**src/rtl/div_unit.sv**
```systemverilog
// Multi-cycle radix-2 restoring divider for the EX stage: produces HI (remainder)
// and LO (quotient) for signed/unsigned divide, stalling the pipeline while it iterates.
module div_unit #(
    parameter int WIDTH = 32
) (
    input  logic             clk,
    input  logic             resetn,
    input  logic             start,
    input  logic [7:0]       alucontrol,
    input  logic [WIDTH-1:0] a,
    input  logic [WIDTH-1:0] b,
    input  logic             flush,
    output logic             stall_div,
    output logic             ready,
    output logic [WIDTH-1:0] hi,
    output logic [WIDTH-1:0] lo
);

    // Decoded ALU op codes shared with the rest of the EX stage.
    localparam logic [7:0] DIV_OP  = 8'b0001_1010;
    localparam logic [7:0] DIVU_OP = 8'b0001_1011;
    localparam int         CW      = $clog2(WIDTH);

    typedef enum logic [1:0] {
        IDLE    = 2'd0,
        DIV_ON  = 2'd1,
        BY_ZERO = 2'd2,
        DIV_END = 2'd3
    } state_t;

    state_t               state_reg,   state_next;
    logic [CW-1:0]        counter_reg, counter_next;
    logic [2*WIDTH:0]     work_reg,    work_next;
    logic [WIDTH-1:0]     divisor_reg, divisor_next;
    logic [WIDTH-1:0]     a_reg,       a_next;
    logic                 neg_q_reg,   neg_q_next;
    logic                 neg_r_reg,   neg_r_next;
    logic [WIDTH-1:0]     hi_reg,      hi_next;
    logic [WIDTH-1:0]     lo_reg,      lo_next;

    logic                 is_div_op;
    logic                 op_signed;
    logic                 accept;
    logic [WIDTH-1:0]     a_abs;
    logic [WIDTH-1:0]     b_abs;
    logic [2*WIDTH:0]     shifted;
    logic [WIDTH:0]       trial;
    logic [2*WIDTH:0]     step;
    logic [WIDTH-1:0]     quo_u;
    logic [WIDTH-1:0]     rem_u;
    logic [WIDTH-1:0]     q_final;
    logic [WIDTH-1:0]     r_final;

    assign is_div_op = (alucontrol == DIV_OP) || (alucontrol == DIVU_OP);
    assign op_signed = (alucontrol == DIV_OP);
    assign accept    = (state_reg == IDLE) && start && !flush && is_div_op;

    // Signed divide runs on magnitudes; signs are re-applied when the result is written.
    assign a_abs = (op_signed && a[WIDTH-1]) ? (~a + 1'b1) : a;
    assign b_abs = (op_signed && b[WIDTH-1]) ? (~b + 1'b1) : b;

    // One restoring step: shift, trial-subtract, keep if non-negative (bit WIDTH clear).
    assign shifted = {work_reg[2*WIDTH-1:0], 1'b0};
    assign trial   = shifted[2*WIDTH:WIDTH] - {1'b0, divisor_reg};
    assign step    = trial[WIDTH] ? shifted : {trial, shifted[WIDTH-1:1], 1'b1};

    assign quo_u   = step[WIDTH-1:0];
    assign rem_u   = step[2*WIDTH-1:WIDTH];
    assign q_final = neg_q_reg ? (~quo_u + 1'b1) : quo_u;
    assign r_final = neg_r_reg ? (~rem_u + 1'b1) : rem_u;

    always_comb begin
        state_next   = state_reg;
        counter_next = counter_reg;
        work_next    = work_reg;
        divisor_next = divisor_reg;
        a_next       = a_reg;
        neg_q_next   = neg_q_reg;
        neg_r_next   = neg_r_reg;
        hi_next      = hi_reg;
        lo_next      = lo_reg;

        if (flush) begin
            state_next   = IDLE;
            counter_next = '0;
        end else begin
            case (state_reg)
                IDLE: begin
                    if (accept) begin
                        work_next    = {{(WIDTH+1){1'b0}}, a_abs};
                        divisor_next = b_abs;
                        a_next       = a;
                        neg_q_next   = op_signed && (a[WIDTH-1] ^ b[WIDTH-1]);
                        neg_r_next   = op_signed && a[WIDTH-1];
                        counter_next = '0;
                        state_next   = (b == '0) ? BY_ZERO : DIV_ON;
                    end
                end
                DIV_ON: begin
                    work_next    = step;
                    counter_next = counter_reg + 1'b1;
                    if (counter_reg == CW'(WIDTH - 1)) begin
                        hi_next      = r_final;
                        lo_next      = q_final;
                        counter_next = '0;
                        state_next   = DIV_END;
                    end
                end
                BY_ZERO: begin
                    hi_next    = a_reg;
                    lo_next    = '1;
                    state_next = DIV_END;
                end
                DIV_END: begin
                    // EX advances at the end of this cycle, so a still-high start is stale.
                    state_next = IDLE;
                end
                default: begin
                    state_next = IDLE;
                end
            endcase
        end
    end

    always_ff @(posedge clk or negedge resetn) begin
        if (!resetn) begin
            state_reg   <= IDLE;
            counter_reg <= '0;
            work_reg    <= '0;
            divisor_reg <= '0;
            a_reg       <= '0;
            neg_q_reg   <= 1'b0;
            neg_r_reg   <= 1'b0;
            hi_reg      <= '0;
            lo_reg      <= '0;
        end else begin
            state_reg   <= state_next;
            counter_reg <= counter_next;
            work_reg    <= work_next;
            divisor_reg <= divisor_next;
            a_reg       <= a_next;
            neg_q_reg   <= neg_q_next;
            neg_r_reg   <= neg_r_next;
            hi_reg      <= hi_next;
            lo_reg      <= lo_next;
        end
    end

    // Stall rises combinationally in the arrival cycle; a pipeline in reset is never stalled.
    assign stall_div = resetn && !flush &&
                       (accept || (state_reg == DIV_ON) || (state_reg == BY_ZERO));
    assign ready     = (state_reg == DIV_END);
    assign hi        = hi_reg;
    assign lo        = lo_reg;

endmodule

```
**config.mk**
```make
export PLATFORM = sky130hd
export DESIGN_NAME = div_unit
export DESIGN_NICKNAME = d
export VERILOG_FILES = /design/src/rtl/div_unit.sv
export SDC_FILE = /design/constraint.sdc
export NUM_CORES = 1
export LEC_CHECK = 0
export CAP_MARGIN = 5
export CORE_ASPECT_RATIO = 1.1
export CORE_MARGIN = 4
export CORE_UTILIZATION = 50
export CTS_BUF_LIST = sky130_fd_sc_hd__clkbuf_8
export CTS_CLUSTER_SIZE = 10
export DETAILED_ROUTE_END_ITERATION = 12
export DONT_BUFFER_PORTS = 1
export PLACE_DENSITY = 0.75
export SETUP_SLACK_MARGIN = 0.1
export SLEW_MARGIN = 25
export SYNTH_ARGS = -nofsm -noshare
export SYNTH_HDL_FRONTEND = slang
export SYNTH_SLANG_ARGS = --single-unit
```
**constraint.sdc**
```tcl
create_clock -name clk -period 4.7 [get_ports clk]
set_clock_uncertainty 0.2 [all_clocks]
set_input_delay 0.47 -clock clk [delete_from_list [all_inputs] [get_ports clk]]
set_output_delay 0.47 -clock clk [all_outputs]
set_load 0.05 [all_outputs]
```
* Yosys cells after proc, flatten, opt, wreduce, memory -nomap -nowiden
Cells that the tools add are included.
Word-level totals: memories 0, bits in registers 201, RAM bits 0, input port bits 76, ROM bits 0, output and inout port bits 66, latch bits 0, word-level logic and storage cells 73
Operators by class: bitwise gates (word level) 6, div/mod/pow operators 0, multiply operators 0, muxes and demuxes 20, reduce and logical (&&, ||, !) cells 22, $add $sub $neg 6, magnitude comparators 0, shift operators 0, equality and inequality tests 10
Operators by type and width (count):
- two-way mux 32 bit | 6
- adder 32 x 1 -> 32 bit (second input constant) | 4
- two-way mux 64 bit | 2
- NOT 32 bit | 4
- case mux 32 bit (2 select lines) | 2
- case mux 64 bit (2 select lines) | 1
- subtractor 33 x 32 -> 33 bit | 1
- logical NOT 32 bit | 1
- == test 8 x 5 -> 1 bit (second input constant) | 2
- two-way mux 5 bit | 3
- case mux 5 bit (2 select lines) | 1
- AND reduction 3 bit | 3
- logical AND 1 bit | 8
- two-way mux 2 bit | 4
- case mux 2 bit (4 select lines) | 1
- inequality test 3 bit (second input constant) | 2
- adder 5 x 1 -> 5 bit (second input constant) | 1
- == test 5 bit (second input constant) | 1
- == test 2 bit (second input constant) | 2
- inequality test 2 bit (second input constant) | 2
- AND reduction 2 bit | 2
- nonzero test 2 bit | 2
- logical OR 1 bit | 3
- nonzero test 3 bit | 1
- 5 further kinds | 5

* Longest topological paths before layout
Gate-level depths: netlist (run 1).
word-level depth 7, gate-level depth with buffers 24, depth with buffers taken out 22

* Least setup slack after synthesis (run 1)
No wires, ideal clock.
path kind register to register, start point register work_reg[31], end point register hi_reg[28], in the netlist hi[28], arrival time 4442 ps, data required time 4367 ps, slack -76 ps, cell stages (with the launch flop) 25, path buffers 2, setup time 133 ps, period minus slack after synthesis 4776 ps, cell sequence dfrtp_1 -> inv_1 -> ha_1 -> inv_1 -> fa_1 -> a211oi_2 -> o211ai_2 -> nand4_2 -> a2111o_1 -> a21oi_4 -> nor2_4 -> inv_2 -> buf_2 -> buf_2 -> nor2_1 -> a21oi_1 -> ha_1 -> and3b_1 -> nand2_1 -> a21oi_1 -> a31oi_1 -> or3_1 -> o31ai_1 -> xor2_1 -> o22ai_1
Between the ends: word-level cells in the longest chain between the ends 7
Ends and longest elaborated chain:
- from (decl) | line 33 | logic [2*WIDTH:0] work_reg, work_next;
- from (signal assigned) | line 139 | work_reg <= work_next;
- subtractor 33 x 32 -> 33 bit | line 64 | assign trial = shifted[2*WIDTH:WIDTH] - {1'b0, divisor_reg};
- two-way mux 64 bit (*) | line 65 | assign step = trial[WIDTH] ? shifted : {trial, shifted[WIDTH-1:1], 1'b1};
- NOT 32 bit | line 70 | assign r_final = neg_r_reg ? (~rem_u + 1'b1) : rem_u;
- adder 32 x 1 -> 32 bit | line 70
- two-way mux 32 bit (*) | line 70
- two-way mux 32 bit (*) | line 102 | if (counter_reg == CW'(WIDTH - 1)) begin
- case mux 32 bit (2 select lines) (*) | line 87 | case (state_reg)
- to (signal assigned) | line 144 | hi_reg <= hi_next;
- to (decl) | line 38 | logic [WIDTH-1:0] hi_reg, hi_next;
Mark *: on every way between the ends. The rest lies on a longest branch, timed or not. The select of a mux whose other input is x is not followed. A chain may end at the register's enable or synchronous reset.

* Final worst setup path (run 1)
start point register work_reg[31], end point register hi_reg[24], in the netlist hi[24]
Same word-level chain as after synthesis.

==> results of run 1 <==
-- metrics by stage --
stage	setup WS [ns]	cell area [µm²]	total power, W	utilization [%]
global placement	0.224	13700	0.00302	52.4
global route	-0.0254	15500	0.00534	59.1
finish	0.220	15500	0.00510	59.1
detailed placement	0.0501	13700	0.00304	52.4
CTS	0.115	15300	0.00508	58.3
floorplan	0.100	13400	0.00279	-
-- cell families (layout without fill, tap and decap cells) --
kind of cell             after synthesis  count (layout)
adder cells (fa/ha/maj)               43              43
AO/OA/AOI/OAI                        481             481
multiplexers                          76              76
XOR/XNOR                             138             138
AND/OR/NAND/NOR                      488             488
buffers and inverters                142             225
flip-flops                           201             201
-- worst max-delay path, cell delays in order, from the launching register on --
cell,delay [ns]
dfrtp_1,0.37
inv_2,0.05
ha_2,0.18
inv_2,0.06
fa_2,0.23
a211oi_4,0.08
o211ai_2,0.24
nand4_4,0.19
a2111o_1,0.50
a21oi_4,0.20
nor2_4,0.07
clkinv_4,0.11
mux2i_4,0.28
ha_4,0.17
and3b_1,0.20
nand2_1,0.07
a21oi_2,0.14
a31oi_2,0.06
or3_4,0.43
o21ai_0,0.25
xnor2_1,0.16
o21ai_0,0.09
-- Yosys cell counts, drive strengths merged (5+ instances only) --
cell    number  area share (%)
a211oi      12            0.71
a21o        14            0.79
a21oi      187             7.1
a22o         6            0.39
a31oi        9            0.42
and2         6            0.28
and3        13            0.61
buf         17            0.71
clkbuf      70             2.0
dfrtp      201              38
ha          42             3.9
inv         55             1.5
mux2        38             3.2
mux2i       38             2.9
nand2      148             4.2
nand2b      19            0.89
nand3       21            0.82
nand4        9            0.52
nor2       173             4.9
nor3        32             1.2
nor4        14            0.66
o211ai       5            0.36
o21a         5            0.28
o21ai      159             6.0
o22ai        5            0.28
o31ai       29             1.7
o41ai       12            0.96
or2          6            0.28
or3         20            0.94
or4          9            0.53
xnor2       56             3.7
xor2        82             5.4
-- what timing repair did --
action                                 4_1_cts  5_1_grt
setup endpoints to repair                    3       18
endpoints found under the hold margin      274      201
pin swaps                                    4       12
cloned                                       0        0
gates resized for setup                      4       25
buffers inserted                             1        9
-- power breakdown --
| group | switching [W] | internal (W) |
|---|---|---|
| Clock | 0.000785 | 0.00118 |
| Sequential | 0.000200 | 0.00182 |
| Combinational | 0.000632 | 0.000488 |
-- cells in the final DEF, fill, tap and decap left out, drive strengths merged, types with 40 or more instances in the layout --
cell / count
nor2: 173
ha: 42
xor2: 82
xnor2: 56
clkbuf: 50
o21ai: 159
buf: 40
dlygate4sd3: 65
a21oi: 187
inv: 58
dfrtp: 201
nand2: 148
-- final timing paths --
check,from,to,slack [ns],depth (start not counted)
max in group asynchronous,resetn,divisor_reg[25],4.38,0
min reg2reg,a_reg[31],a_reg[31],0.30,1
max reg2reg,work_reg[31],hi[24],0.22,21
min in group clk,flush,lo[8],0.04,3
max,work_reg[31],hi[24],0.22,21
min,resetn,lo[31],-0.57,0
-- cell type report --
| class | instances | area [µm²] |
|---|---|---|
| clock buffers | 50 | 688 |
| clock inverters | 15 | 188 |
| fillers | 2311 | 10700 |
| inverters | 55 | 211 |
| multi-input cells | 1226 | 7970 |
| flip-flops and latches | 201 | 5030 |
| well taps | 352 | 440 |
| repair buffers | 105 | 967 |
-- routing by layer --
metal / up-vias / wire length, µm
met4: 0 / 1540
li1: 5681 / -
met5: - / 0
met3: 103 / 3220
met1: 5652 / 16100
met2: 468 / 18200
==> out/qor.txt, run 1 <==
Initial Util - 50.9%
maximum clock frequency - 223 MHz
CTS H-Tree Depth - 2
Rel. slew slack - 28.0%
root buffer cell - clkbuf_8
Tmin final - 4.48 ns
post-route non-filler standard cell count - 2004
maxcap violations - 0
Crit Path Class - register to register
Routability Congestion - 0.916
Pins Over Slew Limit - 0
Synth Instances - 1569
Final HPWL DP - 27900 µm
Die ar. - 29400 µm²
Die W - 164 µm
XOR/XNOR share of the synthesized area - 9.05%
Avg WL per Cell - 19.5 µm
failing checks - hold timing
layout cells sized above 1 - 12.3%
CTS tree - yes
largest family of logic cells by synthesized area - compound AO/OA/AOI/OAI gates
# port buffers - 0
GRT Total Usage - 26.2%
crit-path max FO - 7
M3 GR Usage - 6.07%
largest net degree at the start of global routing - 203
first-pass GRT wire length - 63000 µm
GRT busiest layer - met2
detailed-route via count - 11900
Final #Nets - 1745
PD cells - 329 nW/µm²
vias in the first global route - 11800
routed vias/inst - 5.94
Syn Std Cell Area - 13400 µm²
status - finished, violations left
Placeable Area - 26200 µm²
Antenna Nets Post-Route - 0
Post-synth EDFFs - 0
gr ovfl total - 0
final cycle utilization of the critical path - 95.3%
total wire length - 39100 µm
Avg Inst Size Synth - 8.51 µm²
antenna violations before repair - 1
crit path capture type - register
multiplexer share of the synthesized area - 6.15%
CTS Buf Count - 37
row cnt - 62
top-level port count - 142
VDD IR max - 0.000184 V
max reg flops - 64
asr flop ratio synth - 100%
Hold Fails Final Rpt - 201
placed cell count - 1864
Post-Synth Simple-Gate Area - 17.1%
Post-Synth Adder-Cell Area - 4.08%
Tightest Pin Transition - 1.08 ns
Synth Flop Type - dfrtp_1
clock tree buffer depth - 3
grt met1 use - 33.8%
diodes inserted - 0
critical path required time - 4.89 ns
Compound-Gate Fraction of Synth Area - 21.7%
synthesized net count - 1688
Startpoint Class - register
clock sink count - 201
area grow syn2layout - 16.0%
Leak - 6.83 nW
die height - 179 µm
GR Layer Usage met2 - 42.6%
setup TNS - 0 ns
post-synth cell types - 86
flops & latches, synth - 201
DR iter-0 viols - 951
register area share after synthesis - 37.7%
DRC violations left - 0
CP arrival - 4.67 ns
Worst-path clk slew - 0.06 ns
cts hold-fix bufs - 65
Yosys warnings - 0
Hold Slack - -0.568 ns
later-pin clock latency in the skew report - 0.54 ns
Hold Crit Class - primary input to asynchronous set/reset pin
first-pass iteration count of the detailed router - 6
setup violators final - 0
Note: power is estimated with default switching activity, not from simulation.
==> run 2: changes to the inputs <==
--- a/config.mk
+++ b/config.mk
@@ -13,7 +13,7 @@
 export CTS_CLUSTER_SIZE = 10
 export DETAILED_ROUTE_END_ITERATION = 12
 export DONT_BUFFER_PORTS = 1
-export PLACE_DENSITY = 0.75
+export PLACE_DENSITY_LB_ADDON = 0.12
 export SETUP_SLACK_MARGIN = 0.1
 export SLEW_MARGIN = 25
 export SYNTH_ARGS = -nofsm -noshare
==> out/qor.txt, run 2 (same netlist as run 1, synthesis figures left out) <==
Rel. slew slack - 21.9%
DR iter-0 viols - 672
antenna violations before repair - 0
maximum clock frequency - 220 MHz
Tmin final - 4.55 ns
Leak - 6.73 nW
PD cells - 307 nW/µm²
clock tree buffer depth - 3
top-level port count - 142
Worst-path clk slew - 0.06 ns
largest net degree at the start of global routing - 203
placed cell count - 1864
RSZ-0062 raised after global routing - yes
status - finished, violations left
Crit Path Class - register to register
crit path capture type - register
# port buffers - 0
Startpoint Class - register
final worst slack - 0.148 ns
P_int - 0.00311 W
Avg WL per Cell - 19.2 µm
Die W - 164 µm
combinational power share - 23.8%
Pins Over Slew Limit - 0
placed inst area - 13700 µm²
CTS Buf Count - 36
CTS H-Tree Depth - 2
sequential group share of total power - 43.1%
GRT busiest layer - met2
Antenna Nets Post-Route - 0
sw power - 0.00157 W
area grow syn2layout - 14.0%
crit-path max FO - 5
layout cells sized above 1 - 10.9%
later-pin clock latency in the skew report - 0.53 ns
VDD IR max - 0.000159 V
setup violators final - 0
die height - 179 µm
M3 GR Usage - 4.72%
first-pass GRT wire length - 61100 µm
Worst R2R End - hi[30]
Final #Nets - 1738
detailed-route via count - 11600
R2R depth - 21
CTS tree - yes
gr ovfl total - 0
Post-Place Worst Slack - 0.0704 ns
failing checks - hold timing
Sw Share - 33.5%
max reg flops - 64
GR Layer Usage met2 - 41.9%
Final HPWL DP - 27700 µm
most common cell after layout, fill and taps aside - dfrtp_1
FF-to-FF setup slack - 0.15 ns
Hold Fails Final Rpt - 201
first-pass iteration count of the detailed router - 5
maxcap violations - 0
GRT Total Usage - 25.7%
fin area - 15200 µm²
Hold Slack - -0.569 ns
vias in the first global route - 11300
grt met1 use - 34.4%
cts hold-fix bufs - 65
post-route non-filler standard cell count - 1993
power share of the clock group - 33.1%
total wire length - 38400 µm
routed vias/inst - 5.81
critical path required time - 4.88 ns
row cnt - 62
final cycle utilization of the critical path - 96.9%
clock sink count - 201
Placeable Area - 26200 µm²
Tightest Pin Transition - 1.17 ns
DRC violations left - 0
Die ar. - 29400 µm²
Crit Reg-Reg Startpoint - work_reg[31]
Hold Crit Class - primary input to asynchronous set/reset pin
CP arrival - 4.73 ns
most frequent cells in the layout - dfrtp_1 (201), a21oi_1 (183), nor2_1 (167)
Routability Congestion - 0.926
root buffer cell - clkbuf_8
Initial Util - 50.9%
-- run 2: changes by cell type in the layout (fill, tap and decap cells not counted), moves of 2 or more --
| cell | previous run | this run |
|---|---|---|
| buf_4 | 38 | 33 |
| bufinv_16 | 4 | 0 |
| clkbuf_8 | 50 | 42 |
| clkinv_2 | 5 | 2 |
| ha_1 | 34 | 37 |
| ha_4 | 3 | 1 |
| inv_1 | 54 | 65 |
| o31ai_1 | 23 | 20 |
| o31ai_4 | 2 | 5 |
-- run 2: per-layer routing --
metal / vias to the layer above / routed length [µm]
li1: 5666 / -
met1: 5502 / 16700
met2: 320 / 18100
met3: 87 / 2200
met4: 0 / 1380
met5: - / 0
-- run 2: stage by stage --
step | hold WS (ns) | setup TNS (ns) | power, W | util [%]
floorplan | -0.0256 | 0 | 0.00279 | -
global placement | -0.0187 | 0 | 0.00302 | 52.3
detailed placement | -0.0166 | 0 | 0.00303 | 52.4
CTS | -0.598 | 0 | 0.00466 | 57.4
global route | -0.596 | -0.261 | 0.00493 | 58.1
finish | -0.569 | 0 | 0.00468 | 58.1
-- run 2: what timing repair did --
| action | 4_1_cts | 5_1_grt |
|---|---|---|
| buffers inserted | 0 | 4 |
| pin swaps | 3 | 19 |
| resized for setup | 1 | 27 |
| endpoints found under the setup margin | 3 | 16 |
| endpoints found under the hold margin | 275 | 201 |
-- run 2: worst max-delay path by stage --
stage | start | end | cells after the start
final | work_reg[31] | hi[30] | 21
after global routing | work_reg[31] | hi[30] | 21
after CTS | work_reg[31] | hi[28] | 21
after detailed placement | work_reg[31] | hi[28] | 21
after global placement | work_reg[31] | hi[28] | 21
after floorplan | work_reg[31] | hi[28] | 24
-- run 2: critical path, stage by stage (launching register included) --
cell	delay, ns
dfrtp_1	0.39
inv_2	0.07
ha_4	0.16
inv_2	0.05
fa_2	0.23
a211oi_4	0.09
o211ai_2	0.30
nand4_4	0.19
a2111o_1	0.50
a21oi_4	0.20
nor2_4	0.06
inv_4	0.09
mux2i_2	0.23
ha_2	0.24
and3b_1	0.19
nand2_1	0.07
a21oi_2	0.15
a31oi_4	0.07
or3_4	0.48
o31ai_4	0.20
xnor2_1	0.16
o22ai_1	0.09
-- run 2: cell type report --
cell class / count / area, µm²
Clock buffer: 42 / 578
Antenna cell: 1 / 2.50
Tap cell: 352 / 440
Inverter: 55 / 209
Sequential cell: 201 / 5030
Clock inverter: 17 / 75.1
Fill cell: 2472 / 11000
Timing Repair Buffer: 99 / 926
Multi-Input combinational cell: 1226 / 7970
-- run 2: power groups by stage --
stage	sequential [W]	clock [W]	combinational [W]
finish	0.00202	0.00155	0.00112
global route	0.00203	0.00166	0.00123
CTS	0.00201	0.00160	0.00105
detailed placement	0.00204	0	0.000988
global placement	0.00204	0	0.000977
floorplan	0.00200	0	0.000786
==> run 3: changes to the inputs <==
--- a/config.mk
+++ b/config.mk
@@ -13,6 +13,7 @@
 export CTS_CLUSTER_SIZE = 10
 export DETAILED_ROUTE_END_ITERATION = 12
 export DONT_BUFFER_PORTS = 1
+export GPL_TIMING_DRIVEN = 0
 export PLACE_DENSITY_LB_ADDON = 0.12
 export SETUP_SLACK_MARGIN = 0.1
 export SLEW_MARGIN = 25
==> out/qor.txt, run 3 (same netlist as run 1, synthesis figures left out) <==
Final #Nets - 1821
failing checks - hold timing, setup timing
Hold Slack - -0.580 ns
Final HPWL DP - 31500 µm
Placeable Area - 26200 µm²
root buffer cell - clkbuf_8
cts hold-fix bufs - 64
antenna violations before repair - 1
Sw Share - 33.6%
# port buffers - 0
critical path required time - 4.90 ns
combinational power share - 24.5%
placed cell count - 1921
Die W - 164 µm
Worst-path clk slew - 0.06 ns
total wire length - 43700 µm
GRT Total Usage - 29.1%
CTS H-Tree Depth - 2
PD cells - 302 nW/µm²
setup TNS - -0.174 ns
power share of the clock group - 33.9%
routed vias/inst - 5.85
DRC violations left - 0
status - finished, violations left
maximum clock frequency - 209 MHz
Worst R2R End - hi[28]
vias in the first global route - 12200
Routability Congestion - 0.939
crit-path max FO - 5
FF-to-FF setup slack - -0.09 ns
layout cells sized above 1 - 13.4%
Crit Reg-Reg Startpoint - divisor_reg[0]
clock sink count - 201
maxcap violations - 0
largest net degree at the start of global routing - 203
Hold Fails Final Rpt - 201
row cnt - 62
Hold Crit Class - primary input to asynchronous set/reset pin
Initial Util - 50.9%
sequential group share of total power - 41.6%
sw power - 0.00161 W
later-pin clock latency in the skew report - 0.55 ns
crit path capture type - register
Leak - 6.92 nW
gr ovfl total - 0
die height - 179 µm
setup violators final - 3
detailed-route via count - 12200
Tmin final - 4.79 ns
first-pass iteration count of the detailed router - 6
CP arrival - 4.98 ns
P_int - 0.00319 W
R2R depth - 23
Avg WL per Cell - 21.0 µm
VDD IR max - 0.000153 V
crit-path cells - ha_4 -> inv_2 -> fa_2 -> a211oi_4 -> o211ai_2 -> nand4_4 -> a2111o_1 -> a21oi_4 -> nor2_4 -> clkinv_4 -> buf_12 -> buf_12 -> nor2_4 -> a21oi_2 -> ha_2 -> and3b_2 -> nand2_2 -> a21oi_4 -> a31oi_4 -> or3_4 -> o31ai_4 -> xor2_1 -> o22ai_1
Antenna Nets Post-Route - 0
Fill cells - 2416
CTS tree - yes
top-level port count - 142
area grow syn2layout - 19.0%
final cycle utilization of the critical path - 102%
post-route non-filler standard cell count - 2078
final worst slack - -0.0887 ns
CTS Buf Count - 37
Startpoint Class - register
clock tree buffer depth - 3
most common cell after layout, fill and taps aside - dfrtp_1
Rel. slew slack - 29.6%
RSZ-0062 raised after global routing - yes
Pins Over Slew Limit - 0
most frequent cells in the layout - dfrtp_1 (195), a21oi_1 (181), nor2_1 (168)
max reg flops - 64
Die ar. - 29400 µm²
Crit. Startpoint - divisor_reg[0]
fin util - 60.6%
slowest stage cell, crit path - a2111o_1
CP peak stage delay - 0.51 ns
Crit Path Class - register to register
Tightest Pin Transition - 1.06 ns
DR iter-0 viols - 870
first-pass GRT wire length - 67700 µm
[run 3: changes by cell type in the layout (fill, tap and decap cells not counted), sizes merged]
cell,before,now
inv,69,65
clkinvlp,1,2
buf,34,46
clkbuf,42,116
dlygate4sd3,65,64
clkinv,2,5
[run 3: what timing repair did]
action | 4_1_cts | 5_1_grt
buffers inserted | 18 | 13
setup endpoints to repair | 27 | 16
resized for setup | 51 | 57
pin swaps | 15 | 19
endpoints found under the hold margin | 267 | 201
cloned | 0 | 0
[run 3: worst max path at each step]
stage	slack, ns	depth (start not counted)	end
detailed placement	-0.94	24	hi[28]
global route	-0.20	22	hi[28]
floorplan	0.10	24	hi[28]
global placement	-0.92	24	hi[28]
CTS	0.04	23	hi[28]
finish	-0.09	23	hi[28]
[run 3: stage by stage]
step                      setup slack, ns  hold WS (ns)  total power, W  area, µm²
final                             -0.0887        -0.580         0.00480      15900
after global routing               -0.196        -0.597         0.00502      15900
after CTS                          0.0393        -0.591         0.00475      15500
after detailed placement           -0.942       -0.0185         0.00301      13800
after global placement             -0.924       -0.0187         0.00300      13800
after floorplan                     0.100       -0.0256         0.00279      13400
[run 3: worst max-delay path: cells and delay by family (launching register included)]
kind                       cells  cell delay, ns
AOI/OAI and AO/OA              9            1.74
and+or+nand+nor                6            1.04
adders and majority gates      3            0.63
buffers and inverters          4            0.41
DFF                            1            0.41
xor gates and xnor gates       1            0.19
[run 3: layer usage]
layer | vias up | wire length (µm) | global-route usage (%) | part of all wire, %
met2 | 443 | 21300 | 49.5 | 49
met5 | - | 0 | 0 | 0
met1 | 5766 | 16900 | 34.8 | 39
met4 | 0 | 2560 | 15.0 | 5.9
li1 | 5821 | - | - | -
met3 | 132 | 2950 | 5.89 | 6.7
[run 3: area by class of cell]
class	instances	area [µm²]	share of cell area, %
diodes	1	2.50	0.0157
multi-input cells	1226	8220	51.7
repair buffers	95	873	5.50
clock buffers	45	619	3.90
inverters	55	211	1.33
plain buffers	86	412	2.59
clock inverters	17	76.3	0.480
flip-flops and latches	201	5040	31.7
well taps	352	440	2.77
[run 3: power groups by stage]
stage | Combinational (W) | Clock, W | Sequential (W)
3_5_place_dp | 0.000982 | 0 | 0.00203
2_1_floorplan | 0.000786 | 0 | 0.00200
6_report | 0.00118 | 0.00163 | 0.00200
3_3_place_gp | 0.000969 | 0 | 0.00203
5_1_grt | 0.00129 | 0.00172 | 0.00201
4_1_cts | 0.00111 | 0.00164 | 0.00200
